$ cat src/rtl/periph_bus_arbiter.sv
// Two-master round-robin arbiter with bounded bus lock and registered read data.
module periph_bus_arbiter #(
  parameter int unsigned ADDR_W   = 14,
  parameter int unsigned DATA_W   = 32,
  parameter int unsigned MAX_LOCK = 16
) (
  input  logic              clk_i,
  input  logic              rst_ni,
  input  logic              m0_req_i,
  input  logic              m0_we_i,
  input  logic              m0_lock_i,
  input  logic [ADDR_W-1:0] m0_addr_i,
  input  logic [DATA_W-1:0] m0_wdata_i,
  output logic              m0_gnt_o,
  output logic              m0_rvalid_o,
  input  logic              m1_req_i,
  input  logic              m1_we_i,
  input  logic              m1_lock_i,
  input  logic [ADDR_W-1:0] m1_addr_i,
  input  logic [DATA_W-1:0] m1_wdata_i,
  output logic              m1_gnt_o,
  output logic              m1_rvalid_o,
  output logic [ADDR_W-1:0] addr_o,
  output logic              we_o,
  output logic [DATA_W-1:0] wdata_o,
  input  logic [DATA_W-1:0] rdata_i,
  output logic [DATA_W-1:0] rdata_o
);

  localparam int unsigned CNT_W = $clog2(MAX_LOCK + 1);
  localparam logic [CNT_W-1:0] CNT_MAX = CNT_W'(MAX_LOCK);

  logic             rr_q, rr_d;
  logic             lock_q, lock_d;
  logic             lock_owner_q, lock_owner_d;
  logic [CNT_W-1:0] lock_cnt_q, lock_cnt_d;
  logic             rvalid0_q, rvalid0_d;
  logic             rvalid1_q, rvalid1_d;
  logic [DATA_W-1:0] rdata_q, rdata_d;

  logic             owner_req_c, other_req_c, lock_act_c;
  logic             gnt_any_c, gnt_idx_c, forced_c;
  logic             g_lock_c, g_we_c, g_other_req_c;
  logic [CNT_W-1:0] base_cnt_c;

  // Arbitration: lock owner first (with starvation escape), else round-robin.
  always_comb begin
    gnt_any_c   = 1'b0;
    gnt_idx_c   = 1'b0;
    forced_c    = 1'b0;
    owner_req_c = lock_owner_q ? m1_req_i : m0_req_i;
    other_req_c = lock_owner_q ? m0_req_i : m1_req_i;
    lock_act_c  = lock_q && owner_req_c;
    if (lock_act_c) begin
      gnt_any_c = 1'b1;
      if (lock_cnt_q == CNT_MAX && other_req_c) begin
        gnt_idx_c = ~lock_owner_q;
        forced_c  = 1'b1;
      end else begin
        gnt_idx_c = lock_owner_q;
      end
    end else if (m0_req_i && m1_req_i) begin
      gnt_any_c = 1'b1;
      gnt_idx_c = rr_q;
    end else if (m0_req_i) begin
      gnt_any_c = 1'b1;
      gnt_idx_c = 1'b0;
    end else if (m1_req_i) begin
      gnt_any_c = 1'b1;
      gnt_idx_c = 1'b1;
    end
  end

  // Grant outputs and bus mux; bus idles at zero without a grant.
  always_comb begin
    m0_gnt_o = gnt_any_c && !gnt_idx_c;
    m1_gnt_o = gnt_any_c && gnt_idx_c;
    addr_o   = '0;
    we_o     = 1'b0;
    wdata_o  = '0;
    if (gnt_any_c) begin
      addr_o  = gnt_idx_c ? m1_addr_i  : m0_addr_i;
      we_o    = gnt_idx_c ? m1_we_i    : m0_we_i;
      wdata_o = gnt_idx_c ? m1_wdata_i : m0_wdata_i;
    end
  end

  // Next-state: round-robin pointer, lock tracking, read capture.
  always_comb begin
    rr_d          = rr_q;
    lock_d        = lock_q;
    lock_owner_d  = lock_owner_q;
    lock_cnt_d    = lock_cnt_q;
    rvalid0_d     = 1'b0;
    rvalid1_d     = 1'b0;
    rdata_d       = rdata_q;
    g_lock_c      = gnt_idx_c ? m1_lock_i : m0_lock_i;
    g_we_c        = gnt_idx_c ? m1_we_i   : m0_we_i;
    g_other_req_c = gnt_idx_c ? m0_req_i  : m1_req_i;
    // A lock taken fresh (or by a new owner) starts counting from zero.
    base_cnt_c    = (lock_act_c && !forced_c) ? lock_cnt_q : '0;
    if (gnt_any_c) begin
      rr_d = ~gnt_idx_c;
      if (!g_we_c) begin
        rdata_d   = rdata_i;
        rvalid0_d = !gnt_idx_c;
        rvalid1_d = gnt_idx_c;
      end
      if (forced_c || !g_lock_c) begin
        lock_d     = 1'b0;
        lock_cnt_d = '0;
      end else begin
        lock_d       = 1'b1;
        lock_owner_d = gnt_idx_c;
        lock_cnt_d   = (g_other_req_c && base_cnt_c != CNT_MAX) ?
                       base_cnt_c + CNT_W'(1) : base_cnt_c;
      end
    end else begin
      lock_d     = 1'b0;
      lock_cnt_d = '0;
    end
  end

  // State registers with synchronous active-low reset.
  always_ff @(posedge clk_i) begin
    if (!rst_ni) begin
      rr_q         <= 1'b0;
      lock_q       <= 1'b0;
      lock_owner_q <= 1'b0;
      lock_cnt_q   <= '0;
      rvalid0_q    <= 1'b0;
      rvalid1_q    <= 1'b0;
      rdata_q      <= '0;
    end else begin
      rr_q         <= rr_d;
      lock_q       <= lock_d;
      lock_owner_q <= lock_owner_d;
      lock_cnt_q   <= lock_cnt_d;
      rvalid0_q    <= rvalid0_d;
      rvalid1_q    <= rvalid1_d;
      rdata_q      <= rdata_d;
    end
  end

  assign m0_rvalid_o = rvalid0_q;
  assign m1_rvalid_o = rvalid1_q;
  assign rdata_o     = rdata_q;

endmodule

$ cat config.mk
export PLATFORM = sky130hd
export DESIGN_NAME = periph_bus_arbiter
export DESIGN_NICKNAME = d
export VERILOG_FILES = /design/src/rtl/periph_bus_arbiter.sv
export SDC_FILE = /design/constraint.sdc
export NUM_CORES = 1
export LEC_CHECK = 0
export CORE_ASPECT_RATIO = 1.4
export CORE_MARGIN = 5
export CORE_UTILIZATION = 24
export DETAILED_ROUTE_END_ITERATION = 16
export PLACE_DENSITY = 0.69
export SETUP_SLACK_MARGIN = 0.4
export SYNTH_ARGS = -nofsm -noshare
export SYNTH_HDL_FRONTEND = slang
export SYNTH_SLANG_ARGS = --single-unit
$ cat constraint.sdc
create_clock -name clk_i -period 2.2 [get_ports clk_i]
set_input_delay 0.44 -clock clk_i [delete_from_list [all_inputs] [get_ports clk_i]]
set_output_delay 0.44 -clock clk_i [all_outputs]
set_load 0.01 [all_outputs]
# Word level (Yosys, flattened, before mapping)
# Cells that the tools add are included.
[totals]
regBits = 42
wordCells = 55
[op_classes]
add_sub_neg = 1
n_eq_ne = 2
mux = 23
bitwise = 6
n_reduce_logical = 16
[ops]
columns = ["operator", "n"]
rows = [
  ["$mux 32", 2],
  ["$mux 14", 2],
  ["$mux 1", 17],
  ["$mux 5", 2],
  ["$logic_and 1x1->1", 7],
  ["$not 1->1", 6],
  ["$reduce_and 2->1", 3],
  ["$reduce_or 3->1", 2],
  ["$add 5x1->5 const B", 1],
  ["$eq 5x5->1 const B", 1],
  ["$ne 5x5->1 const B", 1],
  ["$logic_not 1->1", 3],
  ["$logic_or 1x1->1", 1],
]

# Depth between registers and ports, before layout
# Gate-level depths: netlist (run 1).
[logic_depth]
ltp_word = 10
mapped_depth = 11

# Worst setup path before layout (run 1)
# OpenSTA, ideal clock, no wires.
[synth_path]
path_type = "input-to-output"
from = "input m1_req_i"
to = "output addr_o[11]"
arrival_time_ps = 1817
slack_ps = -57
cell_stages = 7
n_path_buf = 3
path_cell_list = "buf_4 or3b_1 nor3_2 a211oi_2 buf_2 clkbuf_1 o21ai_0"
[synth_between]
elab_chain_cells = 6
word_cells_on_any_way = 15
[synth_rtl]
columns = ["element", "line_no", "source"]
rows = [
  ["start: declaration", "16", "input logic m1_req_i,"],
  ["$mux 1 (on tied branches)", "68, 52", ""],
  ["$mux 1 / $logic_and 1x1->1 (equally long branches)", "65, 56", ""],
  ["$mux 1 (on tied branches)", "62, 56", ""],
  ["$mux 1", "54", "if (lock_act_c) begin"],
  ["$mux 14", "82", "addr_o = gnt_idx_c ? m1_addr_i : m0_addr_i;"],
  ["$mux 14 *", "81", "if (gnt_any_c) begin"],
  ["end: declaration", "23", "output logic [ADDR_W-1:0] addr_o,"],
]
# Every way passes the cells marked *; elsewhere a longest branch is shown, timed or not.

# Final worst setup path (run 1)
[layout_path]
from = "register lock_cnt_q[2]"
to = "output wdata_o[9]"
[layout_between]
elab_chain_cells = 6
[layout_rtl]
columns = ["element", "line_no", "source"]
rows = [
  ["start: declaration", "36", "logic [CNT_W-1:0] lock_cnt_q, lock_cnt_d;"],
  ["start signal: assignment", "138", "lock_cnt_q <= lock_cnt_d;"],
  ["$eq 5x5->1", "56", "if (lock_cnt_q == CNT_MAX && other_req_c) begin"],
  ["$logic_and 1x1->1", "56", ""],
  ["$mux 1", "56", ""],
  ["$mux 1", "54", ""],
  ["$mux 32", "84", "wdata_o = gnt_idx_c ? m1_wdata_i : m0_wdata_i;"],
  ["$mux 32", "81", ""],
  ["end: declaration", "25", "output logic [DATA_W-1:0] wdata_o,"],
]
# Every way passes these cells.

==> results.txt, run 1 <==
* Count of cell types in the netlist: 32
* Met3 GRT Util: 0.0678
* Setup violation total in the final timing report: 50
- At the end of routability-driven placement, the weighted congestion stood at approximately 0.9.
- Max-slew violation count: 0
- Relative to the synthesized area, the layout overhead comes to 167%.
- Pin placement for this block handled 215 I/O pins.
- Detailed placement finished with a half-perimeter wire length of a little over 9000 µm.
- After synthesis the cells add up to ~0.0026 mm².
- The final route contains approximately 3600 vias.
- Most common cell after layout, fill and taps aside: sky130_fd_sc_hd__clkdlybuf4s50_1
* Share of post-route cells with drive strength above 1: 0.396
* Post-synthesis average cell area: roughly 6.8 µm²
- Final cycle utilization of the critical path: 1.16
- For this run, the number of Yosys warnings is 0.
- The tool flagged a number of max-cap violations equal to 0.
- In this run the tightest slew margin relative to its limit is 0.716.
- The clock tree synthesis step divided the H-tree into 2 levels.
- Worst hold path cell count: 2
- Total negative slack: -14400 ps
* Crit path launch type: register
- Global routing met1 resource utilization: 0.205
- The die covers approximately 0.013 mm².
- GRT Util Overall: 0.183
- In this run the standard cell core region covers 0.0104 mm².
- VDD sags by at most approximately 0.00047 V.
- Across the routed clock network, the largest skew measured is between 3 and 4 ps.
* Hold violation count in the final report: 0
* Die height: around 130 µm
- Clock-pin slew on the worst setup and hold paths: approximately 60 ps
- Number of core rows: between 40 and 50
- Number of instances in the synthesized netlist: about 380
- Clock latency on the worst-skew pair, taken at its later pin, is 280 ps.
- Starting density of the core: 0.246
- Most frequent cells in the layout: 162 x sky130_fd_sc_hd__clkdlybuf4s50_1, 120 x sky130_fd_sc_hd__nand2_1, 56 x sky130_fd_sc_hd__buf_6
- At the worst endpoint, the arrival time is between 2000 and 2500 ps.
- Violations in the final reports: negative setup slack
- Number of clock sinks: 42
* Pin count of the biggest net entering global routing: between 60 and 70
- Number of DRC markers in iteration 0: 91
- The initial antenna violation count came to 0.
* Critical path class: register to output pin
- Setup repair after global routing could not meet its margin everywhere.
- The worst setup path is captured at an output pin.
* 1st-pass router iterations: 4
* First-pass GRT wire length: 19200 µm
* Master cell of the clock root buffer: sky130_fd_sc_hd__clkbuf_16
- PnR Total Power: around 3400 µW
- The worst hold path belongs to the class register to register.
* Number of buffers on the longest clock path: 2
* Flop and latch count out of synthesis: 42
- Static leakage: between 0.002 and 0.003 µW
- Min Tclk post-route: 2550 ps
- Remaining DRCs: 0
- TritonCTS built the clock tree.
* Routing layer with the top usage in global route: met2
* Required time of the critical path: 1760 ps
- Vias/cell: about 4.6
* Clock buffers created by TritonCTS: 5
- In this run the worst path has a maximum fanout of 7.
* Wire length after detailed routing: ~13000 µm
- Dividing the detail-routed wire length by the instance count gives roughly 17 µm.
* Overall overflow remaining after global route: 0
- Number of buffers added to fix hold violations after cts: 0
* Number of buffers added on ports: roughly 210
* Post-route core utilization: 0.658
- Antenna diodes: 0
- Via count of the first global-routing pass: 3576
- Worst-Margin Slew: ~420 ps
- Status: complete, but fails checks
- Crit path setup slack, layout: -345 ps
- Synthesis produced a netlist with a net count of 509.
- Timing analysis after detailed placement gives a worst setup slack of -955 ps.
- For this run, global-route usage on met2 was measured as 0.329.
- Antenna violation net count after detailed routing: 0
* # nets final: around 770
* Max Freq: roughly 0.39 GHz
- Flop-to-flop setup slack: -60 ps
- Share of synthesized area occupied by flip-flops and latches: 0.328
- Measured in cells, the most critical reg-to-reg path has a length of 9.
* DIE WIDTH: a little under 100 µm
- Power per cell area: a little under 500 mW/mm²
metrics by stage:
step           instances  hold WS [ps]  cell area, µm²
2_1_floorplan        375           482            3410
3_3_place_gp         732           443            5800
3_5_place_dp         732           454            5800
4_1_cts              762           462            6490
5_1_grt              777           483            6850
6_report             777           458            6850
metal layers:
| metal | part of all wire | wire (µm) | up-vias |
|---|---|---|---|
| met1 | 0.38 | 4990 | 1673 |
| met2 | 0.52 | 6800 | 171 |
| met3 | 0.085 | 1120 | 19 |
| met5 | 0 | 0 | - |
| li1 | - | - | 1748 |
| met4 | 0.021 | 275 | 0 |
worst max-delay path, stage by stage (launching register included):
cell	delay [ps]
sky130_fd_sc_hd__dfxtp_2	330
sky130_fd_sc_hd__buf_4	140
sky130_fd_sc_hd__nor3b_4	210
sky130_fd_sc_hd__a311oi_2	160
sky130_fd_sc_hd__a211oi_4	260
sky130_fd_sc_hd__buf_12	190
sky130_fd_sc_hd__buf_12	130
sky130_fd_sc_hd__buf_16	140
sky130_fd_sc_hd__nand2_4	60
sky130_fd_sc_hd__o21ai_4	60
sky130_fd_sc_hd__buf_6	130
sequential cells by signal (all words and copies together) (netlist names):
| name | count |
|---|---|
| lock_owner_q | 1 |
| lock_q | 1 |
| lock_cnt_q | 5 |
| rr_q | 1 |
| m1_rvalid_o | 1 |
| m0_rvalid_o | 1 |
| rdata_o | 32 |
cell usage after synthesis:
cell type / count / area share
sky130_fd_sc_hd__nand2_1: 169 / 0.25
sky130_fd_sc_hd__o21ai_0: 54 / 0.11
sky130_fd_sc_hd__dfxtp_1: 42 / 0.33
sky130_fd_sc_hd__mux2i_1: 35 / 0.14
sky130_fd_sc_hd__clkbuf_1: 20 / 0.029
sky130_fd_sc_hd__and2_1: 5 / 0.012
sky130_fd_sc_hd__nor2_1: 5 / 0.0073
sky130_fd_sc_hd__buf_1: 4 / 0.0059
sky130_fd_sc_hd__buf_6: 4 / 0.018
sky130_fd_sc_hd__nor2b_1: 4 / 0.0098
sky130_fd_sc_hd__inv_1: 3 / 0.0044
sky130_fd_sc_hd__nor3_1: 3 / 0.0059
sky130_fd_sc_hd__xnor2_1: 3 / 0.010
sky130_fd_sc_hd__buf_2: 2 / 0.0039
sky130_fd_sc_hd__ha_1: 2 / 0.0098
sky130_fd_sc_hd__nand3_1: 2 / 0.0039
sky130_fd_sc_hd__nor3b_1: 2 / 0.0059
sky130_fd_sc_hd__or3b_1: 2 / 0.0068
sky130_fd_sc_hd__a211oi_2: 1 / 0.0049
sky130_fd_sc_hd__a21boi_1: 1 / 0.0029
sky130_fd_sc_hd__a311oi_1: 1 / 0.0034
sky130_fd_sc_hd__a31oi_1: 1 / 0.0024
sky130_fd_sc_hd__buf_4: 1 / 0.0029
sky130_fd_sc_hd__mux2_2: 1 / 0.0044
sky130_fd_sc_hd__mux2_4: 1 / 0.0059
sky130_fd_sc_hd__nand2b_1: 1 / 0.0024
sky130_fd_sc_hd__nand4bb_1: 1 / 0.0044
sky130_fd_sc_hd__nor3_2: 1 / 0.0039
sky130_fd_sc_hd__o21ai_1: 1 / 0.0020
sky130_fd_sc_hd__o311a_1: 1 / 0.0039
sky130_fd_sc_hd__or2_2: 1 / 0.0024
sky130_fd_sc_hd__xor2_1: 1 / 0.0034
path summary, 6_finish.rpt:
path / from / endpoint
hold / removal: rdata_o[22] / rdata_o[22]
setup reg to reg: lock_cnt_q[2] / rdata_o[30]
setup / recovery: lock_cnt_q[2] / wdata_o[9]
hold reg to reg: rdata_o[22] / rdata_o[22]
area by class of cell:
class	count	area, µm²
multi-input combinational	299	2490
fill	770	3560
inverter	3	11.3
sequential	42	850
timing repair buffer	287	3170
tap	138	173
clock buffer	6	139
clock inverter	2	12.5
cells by family (layout without fill, tap and decap cells):
kind of cell / Yosys count / count (layout) / synth area share
muxes: 37 / 37 / 0.147
DFF: 42 / 42 / 0.328
AOI/OAI and AO/OA: 60 / 60 / 0.125
buffers and inverters: 34 / 298 / 0.0640
adders and majority gates: 2 / 2 / 0.00976
xor gates and xnor gates: 4 / 4 / 0.0137
and+or+nand+nor: 196 / 196 / 0.313
what timing repair did:
action                                  in CTS  in global routing
endpoints found under the setup margin      88                 87
setup buffers                               17                 13
pin swaps                                   33                 17
gates resized for setup                    312                 36
cloned                                       5                  2
report_power, final:
| part | switching, µW | internal [µW] | total [µW] | leakage [µW] |
|---|---|---|---|---|
| Clock | 307 | 449 | 757 | 0.0000729 |
| Combinational | 745 | 1040 | 1780 | 0.00257 |
| Sequential | 29.8 | 818 | 848 | 0.000348 |
| Total | 1080 | 2310 | 3390 | 0.00299 |
(Power assumes the default switching activity.)
==> inputs of run 2 (changes only) <==
- CORE_UTILIZATION: 24 -> 30
- PLACE_DENSITY: 0.69 -> 0.8
- clock period: 2.2 -> 2.8 ns (I/O delays scaled with it)
==> run 2 against run 1 <==
  * The run now ends clean
  * Hold slack gained 4.2 ps
  * Clock-buffer cell count fell by 1
  * Register-to-register slack improved by 540 ps
  * Core utilization up 5.2 points
  * Sequential power down 21%
  * Worst setup slack improved by 450 ps
  * Global-route usage rose by 2.9 points
  * Final cell count is 6.7% lower
  * Largest cell class unchanged
==> results.txt, run 2 (synthesized netlist as in run 1, its figures left out) <==
- Status: finished, final reports clean
- The highest cell delay on the worst timing path was 400 ps (+70 ps).
- The footprint of the flip-flops and latches came to 850 µm² (unchanged).
- The via density per instance was 4.81 (+3.4%).
- The initial antenna violation count is 0 (unchanged).
- The aggregate global-route resource usage is 0.212 (+0.0289).
- Die height: 119 µm (-9.8%)
- The max-cap check violation count came to 0 (unchanged).
- Antenna violation net count after detailed routing: 0 (unchanged)
* DIE AREA: 0.0105 mm² (-18%)
- Clock-pin slew on the worst setup and hold paths: 60 ps (about the same)
- Total negative slack: 0 ps (+14400 ps)
* Weighted congestion reported at the end of routability-driven placement: 0.858 (-4.8%)
* Number of flip-flops in the largest register: 32 (unchanged)
- Relative to the synthesized area, the layout overhead comes to 134%.
- For this run, the top clock speed supported by timing is 0.371 GHz.
* Portion of total power attributed to sequential cells: 0.260 (+0.010)
- The area of all placed cells without fillers was 0.00600 mm² (-12%).
- Worst-case vdd ir drop: 0.000332 V (-29%)
- Average wire per standard cell: 16.3 µm (-3.8%)
- Maximum fanout count along the critical path: 5 (-2)
- The total DRC errors in the routed layout was 0 (unchanged).
- P_int: 1830 µW (-21%)
* CTS tree: yes
- Clock buffers created by TritonCTS: 5 (unchanged)
* Antenna diodes: 0 (unchanged)
- Number of DRC markers in iteration 0: 60 (-34%)
* Min Tclk post-route: approximately 2700 ps
* Most frequent cells in the layout: 162 x sky130_fd_sc_hd__clkdlybuf4s50_1, 133 x sky130_fd_sc_hd__nand2_1, 39 x sky130_fd_sc_hd__o21ai_2
- The share of total power consumed by net switching is 0.288 (-0.0312).
* Worst setup skew after layout: 8.44 ps (+5.02 ps)
- Final cycle utilization of the critical path: 0.962
* Power per cell area: 428 mW/mm² (-14%)
- The layout net count was 753 (-2.5%).
- Required time of the critical path: 2240 ps (+480 ps)
- The actual transition at the worst max-transition pin came to 594 ps (+172 ps).
* First-pass GRT wire length: 17400 µm (-9.3%)
- STA classifies the critical path endpoint as an output pin.
* Most numerous cell on the critical path: sky130_fd_sc_hd__buf_6
- The power consumption is 2570 µW (-24%).
* Hold violation count in the final report: 0 (unchanged)
- Crit-path slowest cell: sky130_fd_sc_hd__or3b_4
- Setup repair after global routing could not meet its margin everywhere.
- Number of buffers added on ports: 214 (unchanged)
- Data arrival, critical path: 2130 ps (+20 ps)
* Share of post-route cells with drive strength above 1: 0.347 (-0.0492)
- Number of buffers on the longest clock path: 2 (unchanged)
- The library cell used most frequently in the layout, excluding fill and tap cells, is sky130_fd_sc_hd__clkdlybuf4s50_1.
- Number of core rows: 40 (-9.1%)
- Overall overflow remaining after global route: 0 (unchanged)
- The first-pass iteration count of the detailed router came to 4 (unchanged).
* Pin count of the biggest net entering global routing: 67 (unchanged)
- Crit path launch type: input port
- The leakage power figure came to 0.00270 µW (-9.8%).
- Core Region: 0.00846 mm² (-19%)
* Detailed-route via count: 3485 (-3.5%)
- Instance area at placement: 0.00518 mm² (-11%)
* Master cell of the clock root buffer: sky130_fd_sc_hd__clkbuf_16
* Net load switching power: 740 µW (-32%)
* Setup violation total in the final timing report: 0 (-100%)
- The worst slew margin relative to its limit was 0.604 (-0.112).
- HPWL reported at the end of detailed placement: 8840 µm (-2.7%)
* Wire length after detailed routing: 11800 µm (-10%)
- The number of sinks handled by clock tree synthesis is 42 (unchanged).
- The effective utilization at floorplan was 0.303 (+0.0567).
- Multi-input gate area: 0.00203 mm² (-18%)
- Number of buffers added to fix hold violations after cts: 0 (unchanged)
- Level count of the clock H-tree: 2 (unchanged)
* Via count of the first global-routing pass: 3547 (-0.81%)
- The proportion of power drawn by combinational gates is 0.451 (-0.075).
* Worst min-delay path category: register to register
- Tightest hold margin: 462 ps (+4.24 ps)
- The number of placed I/O pins was 215 (unchanged).
* Power share of the clock group: 0.289 (+0.066)
- Total buffers and inverters traversed by the critical path: 6 (+1)
- The signal on the critical path passes through buf_6 -> or3b_4 -> nor3_4 -> a211oi_4 -> buf_6 -> buf_6 -> buf_16 -> buf_6 -> o21ai_4 -> buf_6.
* CP delay by family, top: buffers and inverters
* Clk Latency, worst-skew pair: 280 ps (about the same)
- The count of final max-slew check failures was 0 (unchanged).
- Critical path class: input port to output pin
- The floorplan die width was 88.1 µm (-9.5%).
* Fill cell instance count of the final layout: 663 (-14%)
==> run 2: cell count changes in the layout (fill, tap and decap cells not counted), sizes merged <==
cell / before / now
clkinvlp: 1 / 0
bufinv: 0 / 2
clkbuf: 8 / 6
buf: 123 / 105
==> run 2: routing by layer <==
layer  part of all wire  global-route usage  vias to the layer above  routed length (µm)
met4              0.031              0.0841                        0                 370
met2               0.51               0.383                      188                6010
met1               0.34               0.222                     1564                4020
li1                   -                   -                     1709                   -
met5                  0                   0                        -                   0
met3               0.12              0.0671                       24                1420
==> run 2: cell type report <==
class	instances	area share
repair buffers	268	0.463
well taps	105	0.0219
inverters	3	0.00188
flip-flops and latches	42	0.142
clock buffers	5	0.0209
multi-input cells	299	0.339
clock inverters	3	0.0115
==> run 2: per-stage QoR <==
step / utilization / std cells / setup WS [ps]
6_report: 0.709 / 725 / 107
5_1_grt: 0.709 / 725 / 26.6
4_1_cts: 0.686 / 718 / 82.3
3_5_place_dp: 0.613 / 691 / -611
3_3_place_gp: 0.613 / 691 / -560
2_1_floorplan: - / 375 / 382
==> run 2: worst min-delay path: stages, from the launching register on <==
cell and delay (ps):
sky130_fd_sc_hd__dfxtp_1 310, sky130_fd_sc_hd__nand2_1 50, sky130_fd_sc_hd__mux2i_1 60
==> run 2: worst paths after layout <==
kind	from	slack, ps	cells after the start	to
setup reg to reg	lock_cnt_q[0]	480	10	rdata_o[18]
hold / removal	rdata_o[25]	460	2	rdata_o[25]
setup / recovery	m1_req_i	110	10	wdata_o[19]
hold reg to reg	rdata_o[25]	460	2	rdata_o[25]
==> run 2: what timing repair did <==
action / 4_1_cts / 5_1_grt
gates resized for setup: 295 / 32
endpoints found under the hold margin: 0 / 0
buffers inserted: 8 / 6
cloned: 11 / 1
endpoints found under the setup margin: 83 / 81
pin swaps: 41 / 17
==> run 2: power groups by stage <==
stage	Clock [µW]	Combinational [µW]	Sequential [µW]
after CTS	764	1110	668
after floorplan	0	381	697
final	742	1160	668
after global placement	0	951	679
after global routing	790	1230	674
after detailed placement	0	962	681
